--- config.mk ---
export PLATFORM = sky130hd
export DESIGN_NAME = uart_tx_buffer_flat
export DESIGN_NICKNAME = d
export VERILOG_FILES = /design/src/rtl/uart_tx_buffer_if.sv /design/src/rtl/uart_tx_buffer.sv /design/src/flat_wrapper.sv
export SDC_FILE = /design/constraint.sdc
export NUM_CORES = 1
export LEC_CHECK = 0
export ABC_CLOCK_PERIOD_IN_PS = 4400
export CAP_MARGIN = 20
export CELL_PAD_IN_SITES_DETAIL_PLACEMENT = 0
export CELL_PAD_IN_SITES_GLOBAL_PLACEMENT = 2
export CORE_ASPECT_RATIO = 0.7
export CORE_MARGIN = 1
export CORE_UTILIZATION = 40
export CTS_CLUSTER_DIAMETER = 120
export DETAILED_ROUTE_END_ITERATION = 8
export GPL_TIMING_DRIVEN = 0
export PLACE_DENSITY = 0.89
export SLEW_MARGIN = 40
export SYNTH_ARGS = -nofsm -noshare
export SYNTH_HDL_FRONTEND = slang
export SYNTH_SLANG_ARGS = --single-unit
--- constraint.sdc ---
create_clock -name clk -period 4.4 [get_ports clk]
set_input_delay 0.88 -clock clk [delete_from_list [all_inputs] [get_ports clk]]
set_output_delay 0.88 -clock clk [all_outputs]
set_load 0.01 [all_outputs]
--- src/rtl/uart_tx_buffer_if.sv ---
`default_nettype none
// ============================================================================
// Module   : uart_tx_buffer_if
// Brief    : CPU register-port and transmitter handshake bundle for uart_tx_buffer
// Revision : 1.0
// ============================================================================
interface uart_tx_buffer_if #(
    parameter int DATA_W = 8,
    parameter int ADDR_W = 3
);
    logic              wr;
    logic [ADDR_W-1:0] address;
    logic [DATA_W-1:0] w_data;
    logic [DATA_W-1:0] r_data;
    logic              tx_busy;
    logic              tx_done;
    logic [DATA_W-1:0] tx_data;
    logic              tx_start;
    logic              busy;
    logic              done;

    modport slave (
        input  wr, address, w_data, tx_busy, tx_done,
        output r_data, tx_data, tx_start, busy, done
    );

    modport master (
        output wr, address, w_data, tx_busy, tx_done,
        input  r_data, tx_data, tx_start, busy, done
    );
endinterface
`default_nettype wire

--- src/rtl/uart_tx_buffer.sv ---
`default_nettype none
// ============================================================================
// Module   : uart_tx_buffer
// Brief    : CPU-filled byte frame streamed in order to a UART transmitter
// Revision : 1.0
// ============================================================================
module uart_tx_buffer #(
    parameter int DEPTH  = 5,
    parameter int DATA_W = 8,
    parameter int ADDR_W = 3
) (
    input  wire logic        clk,
    input  wire logic        rst_n,
    uart_tx_buffer_if.slave  bus
);
    localparam int                PTR_W     = (DEPTH > 1) ? $clog2(DEPTH) : 1;
    localparam logic [ADDR_W-1:0] CTRL_ADDR = ADDR_W'(DEPTH);
    localparam logic [PTR_W-1:0]  LAST_PTR  = PTR_W'(DEPTH - 1);

    typedef enum logic [1:0] {
        S_IDLE = 2'd0,
        S_LOAD = 2'd1,
        S_WAIT = 2'd2
    } state_t;

    state_t              state_q, state_d;
    logic [PTR_W-1:0]    rd_ptr_q, rd_ptr_d;
    logic [DATA_W-1:0]   tx_data_q, tx_data_d;
    logic                tx_start_q, tx_start_d;
    logic                done_q, done_d;
    logic [DATA_W-1:0]   buf_q [DEPTH];

    logic                busy_w;
    logic [PTR_W-1:0]    addr_idx;
    logic                data_wr;
    logic                start_acc;

    // Busy is exactly "frame in flight", so it tracks the non-idle states.
    assign busy_w    = (state_q != S_IDLE);
    assign addr_idx  = bus.address[PTR_W-1:0];
    assign data_wr   = bus.wr && (bus.address < CTRL_ADDR) && !busy_w;
    assign start_acc = bus.wr && (bus.address == CTRL_ADDR) && bus.w_data[0] && !busy_w;

    always_ff @(posedge clk or negedge rst_n) begin
        if (!rst_n) begin
            for (int i = 0; i < DEPTH; i++) begin
                buf_q[i] <= '0;
            end
        end else if (data_wr) begin
            buf_q[addr_idx] <= bus.w_data;
        end
    end

    always_ff @(posedge clk or negedge rst_n) begin
        if (!rst_n) begin
            state_q    <= S_IDLE;
            rd_ptr_q   <= '0;
            tx_data_q  <= '0;
            tx_start_q <= 1'b0;
            done_q     <= 1'b0;
        end else begin
            state_q    <= state_d;
            rd_ptr_q   <= rd_ptr_d;
            tx_data_q  <= tx_data_d;
            tx_start_q <= tx_start_d;
            done_q     <= done_d;
        end
    end

    always_comb begin
        state_d    = state_q;
        rd_ptr_d   = rd_ptr_q;
        tx_data_d  = tx_data_q;
        tx_start_d = 1'b0;
        done_d     = 1'b0;
        case (state_q)
            S_IDLE: begin
                if (start_acc) begin
                    rd_ptr_d = '0;
                    state_d  = S_LOAD;
                end
            end
            S_LOAD: begin
                if (!bus.tx_busy) begin
                    tx_data_d  = buf_q[rd_ptr_q];
                    tx_start_d = 1'b1;
                    state_d    = S_WAIT;
                end
            end
            S_WAIT: begin
                if (bus.tx_done) begin
                    if (rd_ptr_q == LAST_PTR) begin
                        done_d  = 1'b1;
                        state_d = S_IDLE;
                    end else begin
                        rd_ptr_d = rd_ptr_q + 1'b1;
                        state_d  = S_LOAD;
                    end
                end
            end
            default: state_d = S_IDLE;
        endcase
    end

    always_comb begin
        bus.r_data = '0;
        if (bus.address < CTRL_ADDR) begin
            bus.r_data = buf_q[addr_idx];
        end else if (bus.address == CTRL_ADDR) begin
            bus.r_data = DATA_W'(busy_w);
        end
    end

    assign bus.tx_data  = tx_data_q;
    assign bus.tx_start = tx_start_q;
    assign bus.busy     = busy_w;
    assign bus.done     = done_q;
endmodule
`default_nettype wire

--- src/flat_wrapper.sv ---
// flat-port wrapper written by rule: the top's interface ports become plain ports
module uart_tx_buffer_flat 
#(
    parameter int DEPTH  = 5,
    parameter int DATA_W = 8,
    parameter int ADDR_W = 3
)
  (clk, rst_n, bus_wr, bus_address, bus_w_data, bus_tx_busy, bus_tx_done, bus_r_data, bus_tx_data, bus_tx_start, bus_busy, bus_done);
  uart_tx_buffer_if #(.DATA_W(DATA_W), .ADDR_W(ADDR_W)) bus_i ();
  input  wire logic clk;
  input  wire logic rst_n;
  input wire logic [$bits(bus_i.wr)-1:0] bus_wr;
  input wire logic [$bits(bus_i.address)-1:0] bus_address;
  input wire logic [$bits(bus_i.w_data)-1:0] bus_w_data;
  input wire logic [$bits(bus_i.tx_busy)-1:0] bus_tx_busy;
  input wire logic [$bits(bus_i.tx_done)-1:0] bus_tx_done;
  output wire logic [$bits(bus_i.r_data)-1:0] bus_r_data;
  output wire logic [$bits(bus_i.tx_data)-1:0] bus_tx_data;
  output wire logic [$bits(bus_i.tx_start)-1:0] bus_tx_start;
  output wire logic [$bits(bus_i.busy)-1:0] bus_busy;
  output wire logic [$bits(bus_i.done)-1:0] bus_done;
  assign bus_i.wr = bus_wr;
  assign bus_i.address = bus_address;
  assign bus_i.w_data = bus_w_data;
  assign bus_i.tx_busy = bus_tx_busy;
  assign bus_i.tx_done = bus_tx_done;
  assign bus_r_data = bus_i.r_data;
  assign bus_tx_data = bus_i.tx_data;
  assign bus_tx_start = bus_i.tx_start;
  assign bus_busy = bus_i.busy;
  assign bus_done = bus_i.done;
  uart_tx_buffer #(.DEPTH(DEPTH), .DATA_W(DATA_W), .ADDR_W(ADDR_W)) u_core (.clk(clk), .rst_n(rst_n), .bus(bus_i));
endmodule
==> summary.md <==
| Metric | Value |
|---|---|
| Fill cells | 628 |
| Top cell type by total area after synthesis | sky130_fd_sc_hd__dfrtp_1 |
| Drt pass-1 iters | 4 |
| Combined global-route utilization of all metal layers | between 20% and 30% |
| I/O pins | 35 |
| Yosys Warn Count | 0 |
| Number of buffers between clock root and the deepest sink | 2 |
| Starting utilization of the core area | 41.6% |
| Post-synth EDFFs | 0 |
| Ratio of final minimum period to clock period | 90.8% |
| Cell with the largest stage delay on the worst path | sky130_fd_sc_hd__clkdlybuf4s50_1 |
| Layout cell share with drive strength beyond 1 | around a quarter |
| Number of antenna violations at the first check in global routing | 0 |
| Leakage Power | about 1.5 nW |
| Synthesized instance count | 226 |
| Post-DRT Antenna Nets | 0 |
| Worst Path Buf+Inv | 4 |
| Unrepaired setup endpoints after global routing | no |
| Fin. Hold Viols | 0 |
| Data arrival time of the worst path | 3.11 ns |
| Dominant cells by area after synthesis | sky130_fd_sc_hd__dfrtp_1 (49%), sky130_fd_sc_hd__mux2_2 (13%), sky130_fd_sc_hd__mux4_2 (6.4%) |
| Total clock sinks | 55 |
| Clock-pin slew on the worst setup and hold paths | 0.09 ns |
| H-tree levels | 2 |
| Storage cell area | ~1400 sq um |
| Remaining max-slew budget at the tightest pin | 43.5% |
| Area taken by multi-input logic gates | 1360 sq um |
| Detailed Route WL | 6.73 mm |
| Worst r2r src | u_core.rd_ptr_q[1]$_DFFE_PN0P_ |
| Cell class contributing the biggest share of worst-path delay | buffers and inverters |
| Final global-route overflow total | 0 |
| Met1 Routed Length | 3.42 mm |
| Max-slew violation count | 0 |
| Upper clock frequency limit | 250 MHz |
| Average wire per cell in the routed design | 18.6 um |
| Yosys reg bits | 55 |
| Number of nets in the final layout | 286 |
| Pin count of the biggest net entering global routing | 39 |
| Commonest cells post-synth | sky130_fd_sc_hd__dfrtp_1 (55), sky130_fd_sc_hd__mux2_2 (32), sky130_fd_sc_hd__nand2_1 (24) |
| Full die area | 7370 sq um |
| Most common flop cell mapped by yosys | sky130_fd_sc_hd__dfrtp_1 |
| Unique cell type count in the Yosys netlist | 39 |
| Largest voltage drop on the vdd net | between 0.2 and 0.3 mV |
| Number of global-route vias before repair | 1898 |
| GPL Wtd Cong | 0.766 |
| Most instantiated library cell after synthesis | sky130_fd_sc_hd__dfrtp_1 |
| Slew @ Worst Pin | approximately 0.84 ns |
| Path class of the lowest-slack min-delay path | in -> async |
| Post-layout min period | approximately 4 ns |
| Seq/Total Area, Yosys | 49.0% |
| Setup-violating endpoint count in the final report | 0 |
| 1st-iter DRT viols | 72 |
| Required time at the endpoint of the critical path | between 3 and 4 ns |
| Share of synthesized registers carrying an async set or reset | 100% |
| Post-synthesis average cell area | 12.4 sq um |
| Critical Path Source Type | primary input |
| Root Buffer Master | sky130_fd_sc_hd__clkbuf_8 |
| CP Max Fanout | 10 |
| Count of cells resized by post-cts repair | 0 |
| Core area | roughly 6800 sq um |
| Port Buffers | 34 |
| Worst hold margin | about 0.42 ns |
| Area growth syn-to-layout | 20.6% |
| TritonCTS clock tree | done |
| Detail Route met2 WL | 2.94 mm |
| Max-Cap Viols | 0 |
| Top sig layer | met4 |
| Global-route wire length before repair | 10.9 mm |
| Vias per std cell | 5.41 |
| Cell row count | 25 |
| Width of the chip | 102 um |
| Element type at the critical path end | output port |
| N_diodes | 0 |
| Terminus of the critical flop-to-flop path | u_core.rd_ptr_q[1]$_DFFE_PN0P_ |
| Crit path largest cell delay | 0.51 ns |
| Pwr dens | slightly above 600 nW/um^2 |
| Area fraction of the dominant cell type after synthesis | 49.0% |
| Clock insertion delay at the later pin of the skew report | about 0.31 ns |
| Setup skew after layout | between 0.007 and 0.008 ns |
| Routed via count | about 2000 |
| Run status | finished clean |
| Count of hold-fix buffers inserted at cts | 0 |
| Count of cells along the worst register-to-register path | 6 |
| Wire length on met3 | roughly 300 um |
| Cells along the critical path | clkdlybuf4s50_1, buf_2, buf_2, mux2i_1, nor2_1, a21oi_1, o22ai_1, clkdlybuf4s50_1 |
| Type of the worst setup path | in -> out |
| Number of buffers inserted during clock tree synthesis | 5 |
| Post-CTS Repair Setup Buffers | 0 |
| Post-synthesis net count | 244 |
| Die extent in y | 72.1 um |
| DR DRC count | 0 |
| Synthesized area | 2810 sq um |
| Worst R2R Setup Slack | ~2.4 ns |
| Final sum of negative setup slack | 0 ns |
| Estimated wirelength of the detail-placed design | 4.52 mm |
## per-layer routing
metal	vias up	GRT usage (%)
met2	36	29.5
met3	7	4.62
met1	1002	30.4
met4	0	6.19
met5	-	0
li1	912	-
## power by group
group	total (W)	leakage [nW]	switching, W	internal, W
combinational	0.000847	0.760	0.000333	0.000514
sequential	0.000916	0.676	0.000177	0.000739
clock	0.000289	0.0470	0.000165	0.000124
total	0.00205	1.48	0.000674	0.00138
## cells by family (layout without fill, tap and decap cells)
kind of cell / Yosys count / after routing / synth area share, %
buffers and inverters: 19 / 61 / 3.25
AOI/OAI and AO/OA: 37 / 37 / 8.68
adders and majority gates: 2 / 2 / 0.890
and+or+nand+nor: 49 / 49 / 8.99
DFF: 55 / 55 / 49.0
muxes: 64 / 64 / 29.2
## placed cells by master, fill, tap and decap left out, types with 8 or more instances in the layout
cell / instances
sky130_fd_sc_hd__mux2i_1: 16
sky130_fd_sc_hd__a22oi_1: 8
sky130_fd_sc_hd__clkdlybuf4s50_1: 33
sky130_fd_sc_hd__dfrtp_1: 55
sky130_fd_sc_hd__mux4_2: 8
sky130_fd_sc_hd__mux2_2: 32
sky130_fd_sc_hd__o22ai_1: 8
sky130_fd_sc_hd__nand2_1: 24
sky130_fd_sc_hd__mux2_4: 8
sky130_fd_sc_hd__a21oi_1: 10
sky130_fd_sc_hd__nor2_1: 9
## worst reg2reg max path, cell delays in order, from the launching register on
cell and delay [ns]:
sky130_fd_sc_hd__dfrtp_1 0.44, sky130_fd_sc_hd__buf_1 0.51, sky130_fd_sc_hd__inv_1 0.10, sky130_fd_sc_hd__ha_1 0.24, sky130_fd_sc_hd__a21bo_2 0.23, sky130_fd_sc_hd__a32o_1 0.20
sky130_fd_sc_hd__a22o_1 0.22
## stage by stage
| stage | cell area [sq um] | utilization (%) | instances | power (W) | worst slack, ns |
|---|---|---|---|---|---|
| global placement | 3270 | 48.4 | 354 | 0.00175 | 0.398 |
| finish | 3390 | 50.2 | 362 | 0.00205 | 0.405 |
| floorplan | 2810 | - | 226 | 0.00146 | 1.68 |
| detailed placement | 3290 | 48.8 | 355 | 0.00177 | 0.406 |
| global route | 3390 | 50.2 | 362 | 0.00219 | 0.259 |
| CTS | 3380 | 50.1 | 362 | 0.00206 | 0.386 |
## state kept, by name (all words and copies together) (netlist names)
name                 flops
u_core.buf_q            40
u_core.bus.done          1
u_core.bus.tx_data       8
u_core.bus.tx_start      1
u_core.rd_ptr_q          3
u_core.state_q           2
## layout make-up
type	count	share of cell area, %
clock buffers	6	2.44
flip-flops and latches	55	40.6
repair buffers	35	10.6
clock inverters	1	0.148
inverters	6	0.664
multi-input cells	152	40.1
plain buffers	13	2.07
well taps	94	3.47
## worst max path at each step
stage               slack, ns           start       endpoint  cells after the start
finish                   0.41  bus_address[0]  bus_r_data[5]                      8
global route             0.26  bus_address[0]  bus_r_data[4]                      8
CTS                      0.39  bus_address[0]  bus_r_data[5]                      8
detailed placement       0.41  bus_address[0]  bus_r_data[6]                      6
global placement         0.40  bus_address[0]  bus_r_data[5]                      8
floorplan                1.68  bus_address[0]  bus_r_data[4]                      6
Note: power is estimated with default switching activity, not from simulation.
